==> config.mk <==
export PLATFORM = sky130hd
export DESIGN_NAME = comp_operand_loader
export DESIGN_NICKNAME = d
export VERILOG_FILES = /design/src/rtl/comp_operand_loader.sv
export SDC_FILE = /design/constraint.sdc
export NUM_CORES = 1
export LEC_CHECK = 0
export ABC_AREA = 1
export ABC_CLOCK_PERIOD_IN_PS = 2900
export CAP_MARGIN = 20
export CORE_MARGIN = 2
export CORE_UTILIZATION = 55
export DETAILED_ROUTE_END_ITERATION = 8
export MAX_ROUTING_LAYER = met4
export PLACE_DENSITY = 0.82
export SYNTH_ARGS = -nofsm -noshare
export SYNTH_HDL_FRONTEND = slang
export SYNTH_SLANG_ARGS = --single-unit
==> constraint.sdc <==
create_clock -name clk -period 2.9 [get_ports clk]
set_input_delay 0.29 -clock clk [delete_from_list [all_inputs] [get_ports clk]]
set_output_delay 0.29 -clock clk [all_outputs]
set_load 0.02 [all_outputs]
==> src/rtl/comp_operand_loader.sv <==
// Operand loader for the 8-bit magnitude comparator: sync, debounce, edge-detect and nibble capture.
// Optional in-order load checking is enabled by defining LOAD_ORDER_EN.
module comp_operand_loader #(
  parameter int DEBOUNCE_CYCLES = 4,
  parameter int CNT_W           = 3
) (
  input  logic       clk,
  input  logic       rst,
  input  logic       PB1,
  input  logic       PB2,
  input  logic       PB3,
  input  logic       PB4,
  input  logic [3:0] Y,
  output logic [7:0] A,
  output logic [7:0] B,
  output logic [3:0] load_mask,
  output logic       operands_valid,
  output logic       valid_pulse,
  output logic       load_err
);

  localparam logic [CNT_W-1:0] LP_CNT_MAX = CNT_W'(DEBOUNCE_CYCLES - 1);

  logic [3:0]       w_pb;
  logic [3:0]       r_sync1;
  logic [3:0]       r_sync2;
  logic [3:0]       r_db;
  logic [3:0]       r_db_prev;
  logic [CNT_W-1:0] r_cnt [4];

  logic [7:0] r_a;
  logic [7:0] r_b;
  logic [3:0] r_mask;
  logic       r_valid;
  logic       r_pulse;

  logic [3:0] w_press;
  logic       w_full;
  logic [3:0] w_load;
  logic [3:0] w_mask_d;
  logic       w_valid_d;

  assign w_pb = {PB4, PB3, PB2, PB1};

  always_ff @(posedge clk) begin
    if (rst) begin
      r_sync1   <= 4'b0000;
      r_sync2   <= 4'b0000;
      r_db      <= 4'b0000;
      r_db_prev <= 4'b0000;
      for (int i = 0; i < 4; i++) r_cnt[i] <= '0;
    end else begin
      r_sync1   <= w_pb;
      r_sync2   <= r_sync1;
      r_db_prev <= r_db;
      for (int i = 0; i < 4; i++) begin
        if (r_sync2[i] == r_db[i]) begin
          r_cnt[i] <= '0;
        end else if (r_cnt[i] == LP_CNT_MAX) begin
          r_db[i]  <= r_sync2[i];
          r_cnt[i] <= '0;
        end else begin
          r_cnt[i] <= r_cnt[i] + 1'b1;
        end
      end
    end
  end

  assign w_press = r_db & ~r_db_prev;
  assign w_full  = (r_mask == 4'b1111);

`ifdef LOAD_ORDER_EN
  logic [3:0] w_expect;
  logic       w_err_set;
  logic       r_err;

  // Masks only ever fill from bit 0 upward, so the lowest clear bit is the next legal button.
  always_comb begin
    w_expect  = w_full ? 4'b0001 : (~r_mask & (r_mask + 4'd1));
    w_load    = 4'b0000;
    w_mask_d  = r_mask;
    w_err_set = 1'b0;
    if (w_press != 4'b0000) begin
      if (w_press == w_expect) begin
        w_load   = w_press;
        w_mask_d = w_full ? w_press : (r_mask | w_press);
      end else begin
        w_err_set = 1'b1;
      end
    end
  end

  always_ff @(posedge clk) begin
    if (rst) r_err <= 1'b0;
    else     r_err <= r_err | w_err_set;
  end

  assign load_err = r_err;
`else
  always_comb begin
    w_load   = w_press;
    w_mask_d = r_mask;
    if (w_press != 4'b0000) w_mask_d = w_full ? w_press : (r_mask | w_press);
  end

  assign load_err = 1'b0;
`endif

  assign w_valid_d = (w_mask_d == 4'b1111);

  always_ff @(posedge clk) begin
    if (rst) begin
      r_a     <= 8'h00;
      r_b     <= 8'h00;
      r_mask  <= 4'b0000;
      r_valid <= 1'b0;
      r_pulse <= 1'b0;
    end else begin
      if (w_load[0]) r_a[3:0] <= Y;
      if (w_load[1]) r_a[7:4] <= Y;
      if (w_load[2]) r_b[3:0] <= Y;
      if (w_load[3]) r_b[7:4] <= Y;
      r_mask  <= w_mask_d;
      r_valid <= w_valid_d;
      r_pulse <= w_valid_d & ~r_valid;
    end
  end

  assign A              = r_a;
  assign B              = r_b;
  assign load_mask      = r_mask;
  assign operands_valid = r_valid;
  assign valid_pulse    = r_pulse;

endmodule
Word-level counts from Yosys, hierarchy flattened
Memory sizes are Yosys's and may differ from the RTL's.
Index checks and enable logic that the tools add are counted.
{ "op_classes": {"addsub": 4, "n_mux": 60, "reduce_logical": 5, "bitwise_logic": 21, "eq_ne": 10} }
{ "ops": {"columns": ["op", "count"], "rows": [
  ["2-to-1 mux 1 bit", 46],
  ["2-to-1 mux 3 bit", 12],
  ["adder 3 x 1 -> 3 bit (second input constant)", 4],
  ["equality test 3 x 2 -> 1 bit (second input constant)", 4],
  ["OR 1 bit", 12],
  ["equality test 4 bit (second input constant)", 2],
  ["2-to-1 mux 4 bit", 2],
  ["AND reduction 2 bit", 4],
  ["NOT 1 bit", 5],
  ["bitwise AND 4 bit", 1],
  ["equality test 1 bit", 4],
  ["NOT 4 bit", 1],
  ["OR 4 bit", 1],
  ["nonzero test 4 bit", 1],
  ["bitwise AND 1 bit", 1]
]} }
{ "word_totals": {"mem_count": 1, "register_bits": 38, "ram_bits": 12, "word_cells": 115, "input_bits": 10} }
{ "mem_list": {"columns": ["memory", "depth", "word_bits", "read_ports", "rd_clocked_by_memory_dff", "write_ports", "line_no", "rtl"], "rows": [
  ["r_cnt", 4, 3, 4, 0, 4, "29", "logic [CNT_W-1:0] r_cnt [4];"]
]} }

Logic depth before layout (Yosys ltp)
An unclocked memory read counts as a cell.
{ "logic_depth": {"word_depth": 8, "ltp_mapped": 11, "mapped_depth_nobuf": 11} }

Worst setup path after synthesis
No wires, ideal clock.
{ "synth_timing": {"kind": "reg-to-reg", "startpoint": "register r_mask[0], in the netlist load_mask[0]", "endpoint": "register r_pulse, in the netlist valid_pulse", "arrival_time_ps": 1105, "period_less_slack_ps": 1226, "setup_slack_ps": 1674, "stages_incl_launch_ff": 8, "setup_time_ps": 121, "n_path_buf": 0, "path_cell_list": "dfxtp_1 nand2_1 nor2_1 o21ai_0 o21ai_0 nor2_1 nand2_1 nor2_2"} }
{ "synth_between": {"elab_chain_len": 5, "word_cells_on_any_way": 6} }
{ "synth_lines": {"columns": ["element", "line_no", "rtl"], "rows": [
  ["start: declaration", "33", "logic [3:0] r_mask;"],
  ["start signal: assignment", "123", "r_mask <= w_mask_d;"],
  ["equality test 4 bit / OR 4 bit (equally long branches)", "70, 103", null],
  ["2-to-1 mux 4 bit", "103", "if (w_press != 4'b0000) w_mask_d = w_full ? w_press : (r_mask | w_press);"],
  ["2-to-1 mux 4 bit (*)", "103", null],
  ["equality test 4 bit (*)", "109", "assign w_valid_d = (w_mask_d == 4'b1111);"],
  ["bitwise AND 1 bit (*)", "125", "r_pulse <= w_valid_d & ~r_valid;"],
  ["end signal: assignment", "125", null],
  ["end: declaration", "35", "logic r_pulse;"]
]} }
Mark *: on every way between the ends. The rest lies on a longest branch, timed or not.
A chain may end at the register's enable or synchronous reset.

Worst setup path after layout
{ "layout_timing": {"startpoint": "register r_mask[3], in the netlist load_mask[3]", "endpoint": "output port load_mask[3]"} }
{ "layout_rtl": {"columns": ["element", "line_no", "rtl"], "rows": [
  ["end: declaration", "16", "output logic [3:0] load_mask,"]
]} }
No word-level cell between the ends.

==> out/metrics.cfg <==
[sta]
fin_skew_ps = 5.42
worst_pin_slew_ps = 623
slew_violations = 0
finalCritPeriodShare = 0.581
slew_headroom = 0.584
clock.fmax_mhz = 593
setup_viol = 0
rsz0062_at_grt = false
min_period_ps = 1690
tns_ps = 0
hold_viol_final = 0

[floorplan]
die_y_um = 63.9
rows = 21
ios = 33
coreArea_um2 = 3390
die_area_um2 = 4080
initial_utilization = 0.582
die_w_um = 63.9

[clock_tree]
cts.repair.resized = 0
cts_tree = built
clock_latency_ps = 350
cts-root-buf = clkbuf_4
htreeDepth = 2
post_cts_buffers = 0
cts_buffers = 5
hold_buffers = 0
cts.clk_slew.worst_paths_ps = 130
cts_sinks = 50
clock_path_buffers = 2

[placed_design]
port_buffers = 31
post-dp-hpwl_um = 2360
placed_area_um2 = 2370
gp_congestion = 0.864

[power_and_ir_drop]
p_leak_nw = 1.06
total_power_w = 0.00121
ir_drop_uv = 381
power_density_nw_per_um2 = 498

[critical_path]
crit_type = reg -> out
cpPeakStageDelay_ps = 630
arrival_ps = 1400
cp_top_family = buffers and inverters
path_cells = clkdlybuf4s50_1
cp.buffers_inverters = 1
startpoint_type = register
worstPathRequired_ps = 2610
endpoint_kind = output pin
critPathMaxFanout = 5
slowest_stage = clkdlybuf4s50_1

[route]
drt_iter0_markers = 42
drt_wl_total_um = 3080
ant_nets = 0
vias = 1461
drc = 0
via_per_inst = 4.52
first_pass_iters = 4
wire_per_inst_um = 9.53

[yosys]
synth_seq_cells = 50
synth.distinct_cells = 19
netlist_area_um2 = 1970
avgSynthCellArea_um2 = 8.54
ys_seq_area_frac = 0.569
yosys_warnings = 0
synth_cells = 231

[min_path]
worstHoldPathType = reg -> reg

[final_layout]
fin_nets = 294
antenna_cells = 0
finalInstanceArea_um2 = 2430
fillers = 254
syn_to_final_growth_pct = 23.2
drive_gt1_frac = 0.0758

[global_routing]
grt_pass1_vias = 1399
grt_use_total = 0.186
grt-ovfl-total = 0
grt_pass1_wl_um = 5750
grt_max_degree = 26
antenna_found_initial = 0

[outcome]
status = finished clean

[job]
max-cap-violations = 0

-- synthesized netlist by cell type --
| cell type | instances | share of area |
|---|---|---|
| inv_2 | 2 | 0.0038 |
| nand3_1 | 1 | 0.0025 |
| dfxtp_1 | 38 | 0.39 |
| clkbuf_1 | 4 | 0.0076 |
| buf_4 | 1 | 0.0038 |
| nor2_4 | 2 | 0.011 |
| nand2_1 | 16 | 0.030 |
| o21ai_0 | 24 | 0.061 |
| ha_1 | 8 | 0.051 |
| o211ai_1 | 3 | 0.011 |
| nor2_1 | 60 | 0.11 |
| inv_1 | 39 | 0.074 |
| a21oi_1 | 9 | 0.023 |
| edfxtp_1 | 12 | 0.18 |
| conb_1 | 2 | 0.0038 |
| o21bai_1 | 1 | 0.0038 |
| xor2_1 | 1 | 0.0044 |
| nor2_2 | 1 | 0.0032 |
| nand2_2 | 7 | 0.022 |
-- kinds of logic after synthesis --
group,count (synthesis),share of synthesized area
AOI/OAI and AO/OA,37,0.0990
xor gates and xnor gates,1,0.00444
adders and majority gates,8,0.0508
buffers and inverters,46,0.0895
DFF,50,0.569
other,2,0.00381
and+or+nand+nor,87,0.184
-- registers in the layout (all words and copies together) (netlist names) --
register / cells
A: 8
B: 8
load_mask: 4
operands_valid: 1
r_cnt: 12
r_db: 4
r_db_prev: 4
r_sync1: 4
r_sync2: 4
valid_pulse: 1
-- cell type report --
type | count | area [µm²] | share of cell area
tap | 46 | 57.6 | 0.0237
multi-input combinational | 146 | 716 | 0.295
clock inverter | 2 | 12.5 | 0.00515
inverter | 41 | 154 | 0.0633
timing repair buffer | 32 | 318 | 0.131
sequential | 50 | 1120 | 0.461
clock buffer | 6 | 51.3 | 0.0211
-- metal layers --
metal  wire length [µm]  vias up  global-route usage
met5                  0        -                   -
li1                   -      789                   -
met1               1410      635               0.198
met4                 53        0              0.0734
met2               1460       33               0.324
met3                156        4              0.0528
-- power breakdown --
group	switching, W	internal, W
clock	0.000203	0.000117
sequential	0.0000156	0.000742
combinational	0.0000748	0.0000582
-- path summary, 6_finish.rpt --
kind / startpoint / endpoint / slack (ps) / depth (start not counted)
setup / recovery: load_mask[3] / load_mask[3] / 1210 / 1
hold / removal: r_sync1[1] / r_sync2[1] / 420 / 2
setup reg to reg: r_cnt[1][0] / r_cnt[1][2] / 1530 / 5
hold reg to reg: r_sync1[1] / r_sync2[1] / 420 / 2
-- stage by stage --
stage	setup WS (ps)	instances	util	hold WS (ps)
finish	1210	323	0.717	415
global route	1150	323	0.717	423
CTS	1180	323	0.717	421
detailed placement	1000	315	0.698	400
global placement	1050	315	0.698	391
floorplan	1670	242	-	388
-- cell usage in the layout, fill, tap and decap left out, types with 2 or more instances in the layout --
cell and instances:
nand2_2 7, conb_1 13, a21oi_1 9, o211ai_1 3, ha_1 8, nand2_1 16
dfxtp_1 38, clkdlybuf4s50_1 31, clkbuf_4 5, nor2_1 60, o21ai_0 24, edfxtp_1 12
inv_1 39, nor2_4 2, inv_2 2
Note: power is estimated with default switching activity, not from simulation.
